File: src/rtl/inst_queue_pkg.sv
// -----------------------------------------------------------------------------
// inst_queue_pkg
//  Types and constants shared by the instruction queue and the fetch stage.
//   iq_entry_t : one buffered fetch result {pc, inst, adel}
//   IQ_NOP     : instruction word substituted for faulting fetches
//   RESET_PC   : architectural reset vector (also used by fetch)
// -----------------------------------------------------------------------------
package inst_queue_pkg;

    typedef struct packed {
        logic [31:0] pc;
        logic [31:0] inst;
        logic        adel;
    } iq_entry_t;

    localparam logic [31:0] IQ_NOP   = 32'h0000_0000;
    localparam logic [31:0] RESET_PC = 32'hbfc0_0000;

endpackage : inst_queue_pkg

File: src/rtl/inst_queue_ram.sv
// -----------------------------------------------------------------------------
// inst_queue_ram
//  DEPTH x iq_entry_t register file for the instruction queue.
//  One synchronous write port and one combinational read port. Every entry is
//  cleared by the asynchronous active-low reset.
//  Ports:
//   clk      in   clock, writes on rising edge
//   resetn   in   asynchronous active-low reset, clears all entries
//   we       in   write enable
//   waddr    in   write address
//   wdata    in   entry to write
//   raddr    in   read address
//   rdata    out  entry at raddr (combinational)
// -----------------------------------------------------------------------------
module inst_queue_ram
    import inst_queue_pkg::*;
#(
    parameter int DEPTH = 4,
    parameter int AW    = $clog2(DEPTH)
) (
    input  logic          clk,
    input  logic          resetn,
    input  logic          we,
    input  logic [AW-1:0] waddr,
    input  iq_entry_t     wdata,
    input  logic [AW-1:0] raddr,
    output iq_entry_t     rdata
);

    iq_entry_t entry_rd [DEPTH];

    // One register per entry; each has its own write decode so no single
    // process drives the whole array.
    genvar gi;
    generate
        for (gi = 0; gi < DEPTH; gi++) begin : g_entry
            iq_entry_t entry_q;

            always_ff @(posedge clk or negedge resetn) begin
                if (!resetn) begin
                    entry_q <= '0;
                end else if (we && (waddr == AW'(gi))) begin
                    entry_q <= wdata;
                end
            end

            assign entry_rd[gi] = entry_q;
        end
    endgenerate

    assign rdata = entry_rd[raddr];

endmodule : inst_queue_ram

File: src/rtl/inst_queue.sv
// -----------------------------------------------------------------------------
// inst_queue
//  Instruction queue between fetch and decode. Captures {pc, inst} pairs from
//  instruction memory, buffers up to DEPTH of them and presents them in order
//  to decode over a valid/ready handshake. flush discards all entries.
//  Optional feature: define FETCH_ADEL_CHECK_EN to flag misaligned fetch PCs
//  (out_adel) and replace their instruction word with a NOP.
//  Ports:
//   clk        in   clock
//   resetn     in   asynchronous active-low reset
//   flush      in   synchronous discard of all entries (beats push/pop)
//   in_valid   in   memory response valid
//   in_pc      in   PC of returned instruction
//   in_inst    in   returned instruction word
//   in_ready   out  queue can accept an entry (drives fetch stall when low)
//   out_valid  out  head entry valid
//   out_pc     out  head entry PC
//   out_inst   out  head entry instruction
//   out_adel   out  head entry fetch address error
//   out_ready  in   decode accepts the head entry
//   count      out  number of valid entries, 0..DEPTH
// -----------------------------------------------------------------------------
module inst_queue
    import inst_queue_pkg::*;
#(
    parameter int DEPTH = 4,
    parameter int AW    = $clog2(DEPTH)
) (
    input  logic          clk,
    input  logic          resetn,
    input  logic          flush,
    input  logic          in_valid,
    input  logic [31:0]   in_pc,
    input  logic [31:0]   in_inst,
    output logic          in_ready,
    output logic          out_valid,
    output logic [31:0]   out_pc,
    output logic [31:0]   out_inst,
    output logic          out_adel,
    input  logic          out_ready,
    output logic [AW:0]   count
);

    localparam logic [AW:0] FULL_COUNT = (AW+1)'(DEPTH);

    logic [AW-1:0] wr_ptr_q, wr_ptr_d;
    logic [AW-1:0] rd_ptr_q, rd_ptr_d;
    logic [AW:0]   count_q,  count_d;

    logic      push;
    logic      pop;
    logic      fetch_adel;
    iq_entry_t wr_entry;
    iq_entry_t rd_entry;

    // No pass-through when full: readiness depends on occupancy only.
    assign in_ready  = (count_q != FULL_COUNT);
    assign out_valid = (count_q != '0);
    assign push      = in_valid & in_ready;
    assign pop       = out_valid & out_ready;

`ifdef FETCH_ADEL_CHECK_EN
    assign fetch_adel = (in_pc[1:0] != 2'b00);
`else
    // Held at zero so the adel bit of every entry is a constant and the
    // storage for it disappears.
    assign fetch_adel = 1'b0;
`endif

    always_comb begin
        wr_entry      = '0;
        wr_entry.pc   = in_pc;
        wr_entry.adel = fetch_adel;
        wr_entry.inst = fetch_adel ? IQ_NOP : in_inst;
    end

    always_comb begin
        wr_ptr_d = wr_ptr_q;
        rd_ptr_d = rd_ptr_q;
        count_d  = count_q;
        if (flush) begin
            // Storage is left as-is; only the bookkeeping is cleared.
            wr_ptr_d = '0;
            rd_ptr_d = '0;
            count_d  = '0;
        end else begin
            if (push) begin
                wr_ptr_d = wr_ptr_q + AW'(1);
            end
            if (pop) begin
                rd_ptr_d = rd_ptr_q + AW'(1);
            end
            if (push && !pop) begin
                count_d = count_q + (AW+1)'(1);
            end else if (pop && !push) begin
                count_d = count_q - (AW+1)'(1);
            end
        end
    end

    always_ff @(posedge clk or negedge resetn) begin
        if (!resetn) begin
            wr_ptr_q <= '0;
            rd_ptr_q <= '0;
            count_q  <= '0;
        end else begin
            wr_ptr_q <= wr_ptr_d;
            rd_ptr_q <= rd_ptr_d;
            count_q  <= count_d;
        end
    end

    inst_queue_ram #(
        .DEPTH (DEPTH),
        .AW    (AW)
    ) u_ram (
        .clk    (clk),
        .resetn (resetn),
        .we     (push & ~flush),
        .waddr  (wr_ptr_q),
        .wdata  (wr_entry),
        .raddr  (rd_ptr_q),
        .rdata  (rd_entry)
    );

    assign out_pc   = rd_entry.pc;
    assign out_inst = rd_entry.inst;
    assign out_adel = rd_entry.adel;
    assign count    = count_q;

endmodule : inst_queue

File: config.mk
export PLATFORM = sky130hd
export DESIGN_NAME = inst_queue
export DESIGN_NICKNAME = d
export VERILOG_FILES = /design/src/rtl/inst_queue_pkg.sv /design/src/rtl/inst_queue_ram.sv /design/src/rtl/inst_queue.sv
export SDC_FILE = /design/constraint.sdc
export NUM_CORES = 1
export LEC_CHECK = 0
export BUFFER_PORTS_ARGS = -buffer_cell sky130_fd_sc_hd__buf_4
export CORE_ASPECT_RATIO = 0.6
export CORE_MARGIN = 4
export CORE_UTILIZATION = 45
export DETAILED_ROUTE_END_ITERATION = 6
export REMOVE_ABC_BUFFERS = 1
export SKIP_CTS_REPAIR_TIMING = 1
export SYNTH_ARGS = -nofsm -noshare
export SYNTH_HDL_FRONTEND = slang
export SYNTH_SLANG_ARGS = --single-unit
File: constraint.sdc
create_clock -name clk -period 2.34 [get_ports clk]
set_input_delay 0.468 -clock clk [delete_from_list [all_inputs] [get_ports clk]]
set_output_delay 0.468 -clock clk [all_outputs]
set_load 0.01 [all_outputs]
==> out/metrics.cfg, run 1 <==
[clock_tree]
numCtsBuffers=26
worst_setup_hold_path_clk_slew_ps=60
clockBufferDepth=3
ctsHtreeMaxLevel=1
worstSkewPairLatency_ps=530
clock_tree_from_tritoncts=yes
cts.sinks=263
clock_tree.root_cell=sky130_fd_sc_hd__clkbuf_16

[worst_hold_path]
timing.hold.worst_endpoint=u_ram.entry_rd[161]$_DFFE_PN0P_
timing.hold.worst.class=input port to flip-flop
worst_hold_path.num_cells=2
hold_start=in_inst[30]

[setup_path]
cp_max_fo=7
cp_common_cell=sky130_fd_sc_hd__clkbuf_16
cp-start-kind=flip-flop
critical_path_required_ps=1870
crit_family=multiplexers
worstPathCellList=clkbuf_16 > clkbuf_16 > mux4_2 > buf_6
worstRegToRegCells=7
timing.setup.critical_path_class=flip-flop to output pin
worstPathBufferInverterCount=3
r2r_setup_slack_ps=100
crit_slowest_cell=sky130_fd_sc_hd__mux4_2
critical_path_capture_point_type=output pin
timing.rr.end=count[2]$_DFFE_PN0P_
critical_path_arrival_ps=2020
crit_path_max_incr_delay_ps=530
reg2reg_from=count[0]$_DFFE_PN0P_

[job]
max_cap_violations=0

[place]
placement.io_buffers=137
gpl.final_weighted_congestion=0.7807
post-place-ws_ps=97.29
dp_hpwl_um=16890
placedCellCount=1151

[global_route]
gr-total-overflow=0
grt_first_pass_wirelength_um=41440
grt-busiest-layer=met2
use_met3_pct=4.800
grt_use_met2_pct=29.85
antenna_found_initial=0
pin_count_of_the_biggest_net_entering_global_routing=65
groute.layer.met1.usage_pct=24.16
grt_pass1_vias=7312
track_usage_pct=17.97

[run_status]
failed_checks=setup timing
run_status=complete, but fails checks

[synth]
mean_instance_size_in_the_synthesized_netlist_um2=17.43
synth_sequential_area_ratio_pct=55.45
synthesis.instances=681
unique_cell_type_count_in_the_yosys_netlist=36
postSynthRegisterBits=263
syn_area_mm2=0.01187
yosysWarningCount=0

[drt]
wirelength_um=26370
drtAntennaViolNets=0
detail_route.iter0.violations=475
dr.pass1.iters=5
routedWlPerCell_um=21.72
drc_errors=0
via_count=6556
vias_per_cell=5.400

[sta]
fin_setup_tns_ps=-7380
worstMarginPinSlew_ps=779.8
setup_slack_ps=-152.9
maxSlewViolCount=0
post_layout_min_period_ps=2493
fin_worst_hold_slack_ps=169.9
post-route-period-util_pct=106.5
hold_viol=0
max_freq_mhz=401.1
timing.clock.skew_ps=17.40
rsz_0062_raised_after_global_routing=yes
timing.max_slew.rel_slack_pct=47.91
final-setup-viol-count=64

[die]
floorplan.io_pins=139
core_area_mm2=0.02562
fp-row-count=45
start_util_pct=46.33
die_w_um=217.7
dieArea_mm2=0.02912
dieHeight_um=133.8

[final_layout]
area_grow_syn2layout_pct=24.38
commonest_cells_after_routing_fill_and_taps_aside=sky130_fd_sc_hd__dfrtp_1 (260), sky130_fd_sc_hd__mux2_1 (180), sky130_fd_sc_hd__buf_4 (95)
drive_gt1_share_pct=42.97
layout.cells.most_common=sky130_fd_sc_hd__dfrtp_1
fin_cells=1214
nNetsFinal=915

[power]
cellLeakagePower_nw=6.921
peakVddDrop_mv=0.6800
powerDensity_mw_per_mm2=1329

[metrics by stage]
step	instance area (µm²)	total power, mW	utilization [%]
after global routing	14760	20.73	57.62
after floorplan	11550	11.63	-
after detailed placement	13450	14.65	52.52
after global placement	13450	14.29	52.52
final	14760	19.62	57.63
after CTS	14310	18.90	55.85
[Yosys cell counts]
cell type / count / area, µm²
sky130_fd_sc_hd__dfrtp_1: 263 / 6581
sky130_fd_sc_hd__mux2_1: 180 / 2027
sky130_fd_sc_hd__mux4_2: 64 / 1441
sky130_fd_sc_hd__mux2_4: 60 / 900.9
sky130_fd_sc_hd__buf_4: 22 / 165.2
sky130_fd_sc_hd__mux2_2: 17 / 191.4
sky130_fd_sc_hd__buf_2: 11 / 55.05
sky130_fd_sc_hd__nor2_1: 7 / 26.28
sky130_fd_sc_hd__buf_6: 6 / 67.56
sky130_fd_sc_hd__inv_1: 6 / 22.52
sky130_fd_sc_hd__clkbuf_1: 5 / 18.77
sky130_fd_sc_hd__ha_1: 4 / 50.05
sky130_fd_sc_hd__nand3_4: 4 / 70.07
sky130_fd_sc_hd__o21ai_0: 3 / 15.01
sky130_fd_sc_hd__a21oi_1: 2 / 10.01
sky130_fd_sc_hd__buf_1: 2 / 7.510
sky130_fd_sc_hd__mux2i_1: 2 / 20.02
sky130_fd_sc_hd__nand3_1: 2 / 10.01
sky130_fd_sc_hd__nand3b_1: 2 / 15.01
sky130_fd_sc_hd__o31ai_1: 2 / 15.01
sky130_fd_sc_hd__xor2_1: 2 / 17.52
sky130_fd_sc_hd__a211o_1: 1 / 8.760
sky130_fd_sc_hd__a21bo_2: 1 / 10.01
sky130_fd_sc_hd__a311oi_1: 1 / 8.760
sky130_fd_sc_hd__and3_1: 1 / 6.260
sky130_fd_sc_hd__conb_1: 1 / 3.750
sky130_fd_sc_hd__fa_1: 1 / 20.02
sky130_fd_sc_hd__inv_4: 1 / 6.260
sky130_fd_sc_hd__nor2b_1: 1 / 6.260
sky130_fd_sc_hd__nor3b_4: 1 / 18.77
sky130_fd_sc_hd__nor4bb_1: 1 / 10.01
sky130_fd_sc_hd__o211a_1: 1 / 10.01
sky130_fd_sc_hd__o211ai_1: 1 / 7.510
sky130_fd_sc_hd__o311a_1: 1 / 10.01
sky130_fd_sc_hd__o311ai_0: 1 / 8.760
sky130_fd_sc_hd__or3_1: 1 / 6.260
[logic make-up after synthesis]
kind of cell | synth area share [%]
xor gates and xnor gates | 0.1476
buffers and inverters | 2.888
adders and majority gates | 0.5904
muxes | 38.59
AOI/OAI and AO/OA | 0.8750
other | 0.03160
DFF | 55.45
and+or+nand+nor | 1.423
[worst max-delay path by stage]
stage	start	to	slack, ps	depth (start not counted)
after floorplan	rd_ptr_q[0]$_DFFE_PN0P_	out_inst[0]	-1410	1
after global placement	count[1]$_DFFE_PN0P_	count[2]$_DFFE_PN0P_	180	7
after detailed placement	count[1]$_DFFE_PN0P_	count[2]$_DFFE_PN0P_	100	7
after CTS	rd_ptr_q[0]$_DFFE_PN0P_	out_inst[19]	-350	3
after global routing	rd_ptr_q[0]$_DFFE_PN0P_	out_inst[25]	-210	4
final	rd_ptr_q[0]$_DFFE_PN0P_	out_inst[25]	-150	4
[report_power, final]
part	switching (mW)	total [mW]	leakage (nW)	internal, mW
Clock	1.72	4.13	0.425	2.41
Sequential	1.03	7.49	3.31	6.46
Combinational	2.94	7.99	3.19	5.05
[sequential cells by signal (all words and copies together) (netlist names)]
register        count
wr_ptr_q            2
u_ram.entry_rd    256
count               3
rd_ptr_q            2
[routing by layer]
layer | up-vias | routed length (µm)
met5 | - | 0
met4 | 0 | 410
met3 | 33 | 1473
met2 | 126 | 12750
met1 | 3532 | 11730
li1 | 2865 | -
[cell type report]
class | count | area (µm²)
Fill cell | 1925 | 10860
Tap cell | 352 | 440.4
Clock buffer | 39 | 780.7
Sequential cell | 263 | 6590
Multi-Input combinational cell | 365 | 4945
Antenna cell | 1 | 2.502
Inverter | 7 | 28.78
Clock inverter | 9 | 72.57
Timing Repair Buffer | 178 | 1903
Power figures use the tool's default switching activity.
==> inputs of run 2 (changes only) <==
- BUFFER_PORTS_ARGS: -buffer_cell sky130_fd_sc_hd__buf_4 -> -buffer_cell sky130_fd_sc_hd__buf_2
==> out/metrics.cfg, run 2 (synthesis gave the netlist of run 1 again) <==
[setup_path]
r2r_setup_slack_ps=120  ; +20 ps
critical_path_required_ps=1870  ; about the same
cp-start-kind=flip-flop
crit_slowest_cell=sky130_fd_sc_hd__mux4_2
critical_path_arrival_ps=2000  ; -20 ps
cp_common_cell=sky130_fd_sc_hd__buf_12
crit_path_max_incr_delay_ps=540  ; about the same
cp_max_fo=11  ; +4
critical_path_capture_point_type=output pin
worstRegToRegCells=7  ; unchanged
timing.setup.critical_path_class=flip-flop to output pin
worstPathCellList=buf_12 > buf_12 > mux4_2 > buf_2

[global_route]
track_usage_pct=17.72  ; -0.25 points
grt_pass1_vias=7259  ; -0.72%
antenna_found_initial=5  ; +5
pin_count_of_the_biggest_net_entering_global_routing=73  ; +12%
gr-total-overflow=0  ; unchanged
grt_first_pass_wirelength_um=40960  ; -1.2%

[sta]
post_layout_min_period_ps=2472  ; -20.53 ps
setup_slack_ps=-132.4  ; +20.53 ps
fin_setup_tns_ps=-5752  ; +1628 ps
final-setup-viol-count=64  ; unchanged
hold_viol=0  ; unchanged
rsz_0062_raised_after_global_routing=yes
post-route-period-util_pct=105.7  ; -0.88 points
worstMarginPinSlew_ps=521.7  ; -258.1 ps
max_freq_mhz=404.5  ; +0.83%
maxSlewViolCount=0  ; unchanged
timing.clock.skew_ps=15.78  ; -1.614 ps
fin_worst_hold_slack_ps=182.3  ; +12.43 ps
timing.max_slew.rel_slack_pct=65.22  ; +17 points

[power]
fin_total_pwr_mw=18.82  ; -4.1%
power.switching_fraction_pct=29.29  ; +0.25 points
power.share.clock_pct=23.2  ; +2.1 points
seq_power_share_pct=39.8  ; +1.6 points
share_comb_of_total_power_pct=37.0  ; -3.7 points
power_report.internal_total_mw=13.31  ; -4.4%
net-switching-power_mw=5.512  ; -3.2%
cellLeakagePower_nw=6.754  ; -2.4%
peakVddDrop_mv=0.6224  ; -8.5%
powerDensity_mw_per_mm2=1318  ; -0.80%

[drt]
routedWlPerCell_um=21.40  ; -1.5%
drtAntennaViolNets=0  ; unchanged
dr.pass1.iters=4  ; -1
via_count=6508  ; -0.73%
wirelength_um=25810  ; -2.1%
detail_route.iter0.violations=386  ; -19%
drc_errors=0  ; unchanged
vias_per_cell=5.396  ; about the same

[place]
placement.cell_area_mm2=0.01310  ; -2.6%
post-place-ws_ps=93.11  ; -4.185 ps
gpl.final_weighted_congestion=0.7665  ; -1.8%
dp_hpwl_um=16750  ; -0.81%
placement.io_buffers=137  ; unchanged
placedCellCount=1148  ; -0.26%

[final_layout]
commonest_cells_after_routing_fill_and_taps_aside=sky130_fd_sc_hd__dfrtp_1 (259), sky130_fd_sc_hd__mux2_1 (180), sky130_fd_sc_hd__buf_2 (118)
area_grow_syn2layout_pct=20.27
nNetsFinal=909  ; -0.66%
number_of_fill_cells_in_the_layout=1984  ; +3.1%
stdcell_area_mm2=0.01427  ; -3.3%
largest_register_ffs=256  ; unchanged
drive_gt1_share_pct=42.79  ; -0.18 points
fin_cells=1206  ; -0.66%
layout.cells.most_common=sky130_fd_sc_hd__dfrtp_1
final_core_utilization_pct=55.72  ; -1.9 points

[die]
fp-row-count=45  ; unchanged
dieHeight_um=133.8  ; unchanged
die_w_um=217.7  ; unchanged
start_util_pct=46.33  ; unchanged
floorplan.io_pins=139  ; unchanged
core_area_mm2=0.02562  ; unchanged
dieArea_mm2=0.02912  ; unchanged

[clock_tree]
clock_tree.root_cell=sky130_fd_sc_hd__clkbuf_16
worstSkewPairLatency_ps=540  ; about the same
clock_tree_from_tritoncts=yes
worst_setup_hold_path_clk_slew_ps=70  ; about the same
ctsHtreeMaxLevel=1  ; unchanged
cts.sinks=263  ; unchanged
clockBufferDepth=3  ; unchanged
numCtsBuffers=26  ; unchanged

[worst_hold_path]
worst_hold_path.num_cells=2  ; unchanged
timing.hold.worst.class=input port to flip-flop

[run_status]
failed_checks=setup timing
run_status=complete, but fails checks

[job]
max_cap_violations=0  ; unchanged

-- run 2: power by group through the flow --
stage | registers [mW] | logic, mW | clock network, mW
global placement | 7.41 | 6.25 | 0
CTS | 7.54 | 6.46 | 4.49
detailed placement | 7.61 | 6.44 | 0
global route | 7.70 | 7.50 | 4.71
finish | 7.49 | 6.96 | 4.37
floorplan | 7.43 | 4.20 | 0
-- run 2: final cells by class --
type | instances | area, µm² | share of cell area [%]
Multi-Input combinational cell | 365 | 4945 | 34.64
Timing Repair Buffer | 172 | 1361 | 9.536
Clock inverter | 8 | 130.1 | 0.9116
Tap cell | 352 | 440.4 | 3.085
Clock buffer | 38 | 775.7 | 5.434
Sequential cell | 263 | 6591 | 46.17
Inverter | 7 | 28.78 | 0.2016
Antenna cell | 1 | 2.502 | 0.01753
-- run 2: final timing paths --
kind,from,endpoint
max,rd_ptr_q[0]$_DFFE_PN0P_,out_pc[21]
min,in_pc[5],u_ram.entry_rd[103]$_DFFE_PN0P_
max reg2reg,count[1]$_DFFE_PN0P_,count[2]$_DFFE_PN0P_
min reg2reg,u_ram.entry_rd[74]$_DFFE_PN0P_,u_ram.entry_rd[74]$_DFFE_PN0P_
max in group asynchronous,resetn,rd_ptr_q[1]$_DFFE_PN0P_
min in group asynchronous,resetn,u_ram.entry_rd[155]$_DFFE_PN0P_
-- run 2: worst max-delay path, delay by kind of cell (launching register included) --
| kind | cells | cell delay (ps) |
|---|---|---|
| mux | 1 | 540 |
| flops | 1 | 450 |
| buf+inv | 3 | 470 |
-- run 2: routing by layer --
layer	global-route usage [%]	wire length, µm	vias to the layer above
met2	29.87	12710	140
li1	-	-	2855
met3	4.505	1280	36
met5	0	67	-
met1	23.80	11400	3467
met4	3.212	340	10
==> inputs of run 3 (changes only) <==
- CORE_UTILIZATION: 45 -> 58
- PLACE_DENSITY: default -> 0.79
==> out/metrics.cfg, run 3 (synthesis gave the netlist of run 1 again) <==
[die]
dieArea_mm2=0.02289  ; -21%
die_w_um=192.7  ; -11%
fp-row-count=40  ; -11%
core_area_mm2=0.02007  ; -22%
dieHeight_um=118.8  ; -11%
start_util_pct=59.14  ; +13 points
floorplan.io_pins=139  ; unchanged

[global_route]
gr-total-overflow=0  ; unchanged
grt_first_pass_wirelength_um=39690  ; -3.1%
pin_count_of_the_biggest_net_entering_global_routing=81  ; +11%
antenna_found_initial=5  ; unchanged
track_usage_pct=21.85  ; +4.1 points
grt_pass1_vias=7191  ; -0.94%

[drt]
drc_errors=0  ; unchanged
dr.pass1.iters=4  ; unchanged
via_count=6548  ; +0.61%
vias_per_cell=5.820  ; +7.9%
detail_route.iter0.violations=249  ; -35%
drtAntennaViolNets=0  ; unchanged
wirelength_um=25590  ; -0.85%
routedWlPerCell_um=22.74  ; +6.3%

[power]
powerDensity_mw_per_mm2=1344  ; +1.9%
peakVddDrop_mv=0.7978  ; +28%
fin_total_pwr_mw=19.25  ; +2.3%
cellLeakagePower_nw=6.794  ; +0.59%

[sta]
final-setup-viol-count=63  ; -1.6%
max_freq_mhz=406.0  ; +0.39%
rsz_0062_raised_after_global_routing=yes
timing.clock.skew_ps=7.622  ; -8.162 ps
setup_slack_ps=-122.9  ; +9.495 ps
hold_viol=0  ; unchanged
post-route-period-util_pct=105.3  ; -0.41 points
fin_worst_hold_slack_ps=214.1  ; +31.82 ps
worstMarginPinSlew_ps=652.7  ; +131.0 ps
post_layout_min_period_ps=2463  ; -9.495 ps
maxSlewViolCount=0  ; unchanged
timing.max_slew.rel_slack_pct=56.49  ; -8.7 points

[clock_tree]
clock_tree_from_tritoncts=yes
clockBufferDepth=3  ; unchanged
numCtsBuffers=24  ; -7.7%
worstSkewPairLatency_ps=500  ; -40 ps
clock_tree.root_cell=sky130_fd_sc_hd__clkbuf_16
cts.sinks=263  ; unchanged
ctsHtreeMaxLevel=1  ; unchanged
worst_setup_hold_path_clk_slew_ps=70  ; about the same

[setup_path]
crit_family=multiplexers
worstPathBufferInverterCount=3  ; unchanged
worstPathCellList=buf_12 > clkbuf_16 > mux4_2 > buf_6
critical_path_arrival_ps=1990  ; about the same
timing.setup.critical_path_class=flip-flop to output pin
critical_path_required_ps=1870  ; about the same
crit_slowest_cell=sky130_fd_sc_hd__mux4_2
cp-start-kind=flip-flop
cp_max_fo=8  ; -3
crit_path_max_incr_delay_ps=530  ; about the same
critical_path_capture_point_type=output pin

[final_layout]
nNetsFinal=907  ; -0.22%
drive_gt1_share_pct=42.94  ; +0.15 points
commonest_cells_after_routing_fill_and_taps_aside=sky130_fd_sc_hd__dfrtp_1 (259), sky130_fd_sc_hd__mux2_1 (180), sky130_fd_sc_hd__buf_2 (96)
area_grow_syn2layout_pct=20.69
largest_register_ffs=256  ; unchanged
stdcell_area_mm2=0.01433  ; +0.35%
layout.cells.most_common=sky130_fd_sc_hd__dfrtp_1

[place]
dp_hpwl_um=15820  ; -5.6%
gpl.final_weighted_congestion=0.7232  ; -5.6%
placement.io_buffers=137  ; unchanged
placement.cell_area_mm2=0.01299  ; -0.87%

[job]
max_cap_violations=0  ; unchanged

[worst_hold_path]
timing.hold.worst.class=input port to flip-flop

[run_status]
run_status=complete, but fails checks
failed_checks=setup timing

==> run 3: where the power goes <==
| group | switching, mW | internal (mW) | leakage, nW |
|---|---|---|---|
| combinational | 2.87 | 4.60 | 3.05 |
| sequential | 1.09 | 6.46 | 3.31 |
| clock | 1.65 | 2.57 | 0.430 |
| total | 5.61 | 13.6 | 6.79 |
==> run 3: per-layer routing <==
layer	wire length (µm)	track usage [%]
met5	55	0
met4	408	3.829
met3	1561	5.933
met1	11400	30.54
met2	12160	35.31
==> run 3: final timing paths <==
| path | end | slack, ps | depth (start not counted) | startpoint |
|---|---|---|---|---|
| worst min-delay path | u_ram.entry_rd[78]$_DFFE_PN0P_ | 210 | 2 | in_inst[12] |
| worst min register to register | u_ram.entry_rd[114]$_DFFE_PN0P_ | 490 | 1 | u_ram.entry_rd[114]$_DFFE_PN0P_ |
| min in group asynchronous | u_ram.entry_rd[198]$_DFFE_PN0P_ | 530 | 2 | resetn |
| worst max register to register | count[2]$_DFFE_PN0P_ | 100 | 7 | count[0]$_DFFE_PN0P_ |
| max in group asynchronous | u_ram.entry_rd[163]$_DFFE_PN0P_ | 1040 | 3 | resetn |
| worst max-delay path | out_pc[0] | -120 | 4 | rd_ptr_q[0]$_DFFE_PN0P_ |
==> run 3: stage by stage <==
step / utilization, % / setup slack, ps / TNS (ps) / instances
after floorplan: - / -1411 / -107000 / 635
after global placement: 64.73 / 235.2 / 0 / 1069
after detailed placement: 64.73 / 57.66 / 0 / 1069
after CTS: 69.10 / -248.7 / -11970 / 1112
after global routing: 71.35 / -181.6 / -9492 / 1123
final: 71.38 / -122.9 / -5263 / 1125
==> run 3: final cells by class <==
class	instances	area, µm²
clock inverter	7	120.1
fill	1242	5744
timing repair buffer	172	1536
clock buffer	36	757.0
multi-input combinational	365	4947
tap	273	341.6
antenna	2	5.005
inverter	7	28.78
sequential	263	6589
==> run 3: worst reg2reg max path, stage by stage, from the launching register on <==
cell and delay (ps):
sky130_fd_sc_hd__dfrtp_2 490, sky130_fd_sc_hd__nor3b_4 310, sky130_fd_sc_hd__inv_4 50, sky130_fd_sc_hd__and3_1 190, sky130_fd_sc_hd__fa_2 400, sky130_fd_sc_hd__a21bo_2 240
sky130_fd_sc_hd__a311oi_1 290, sky130_fd_sc_hd__o311a_1 210
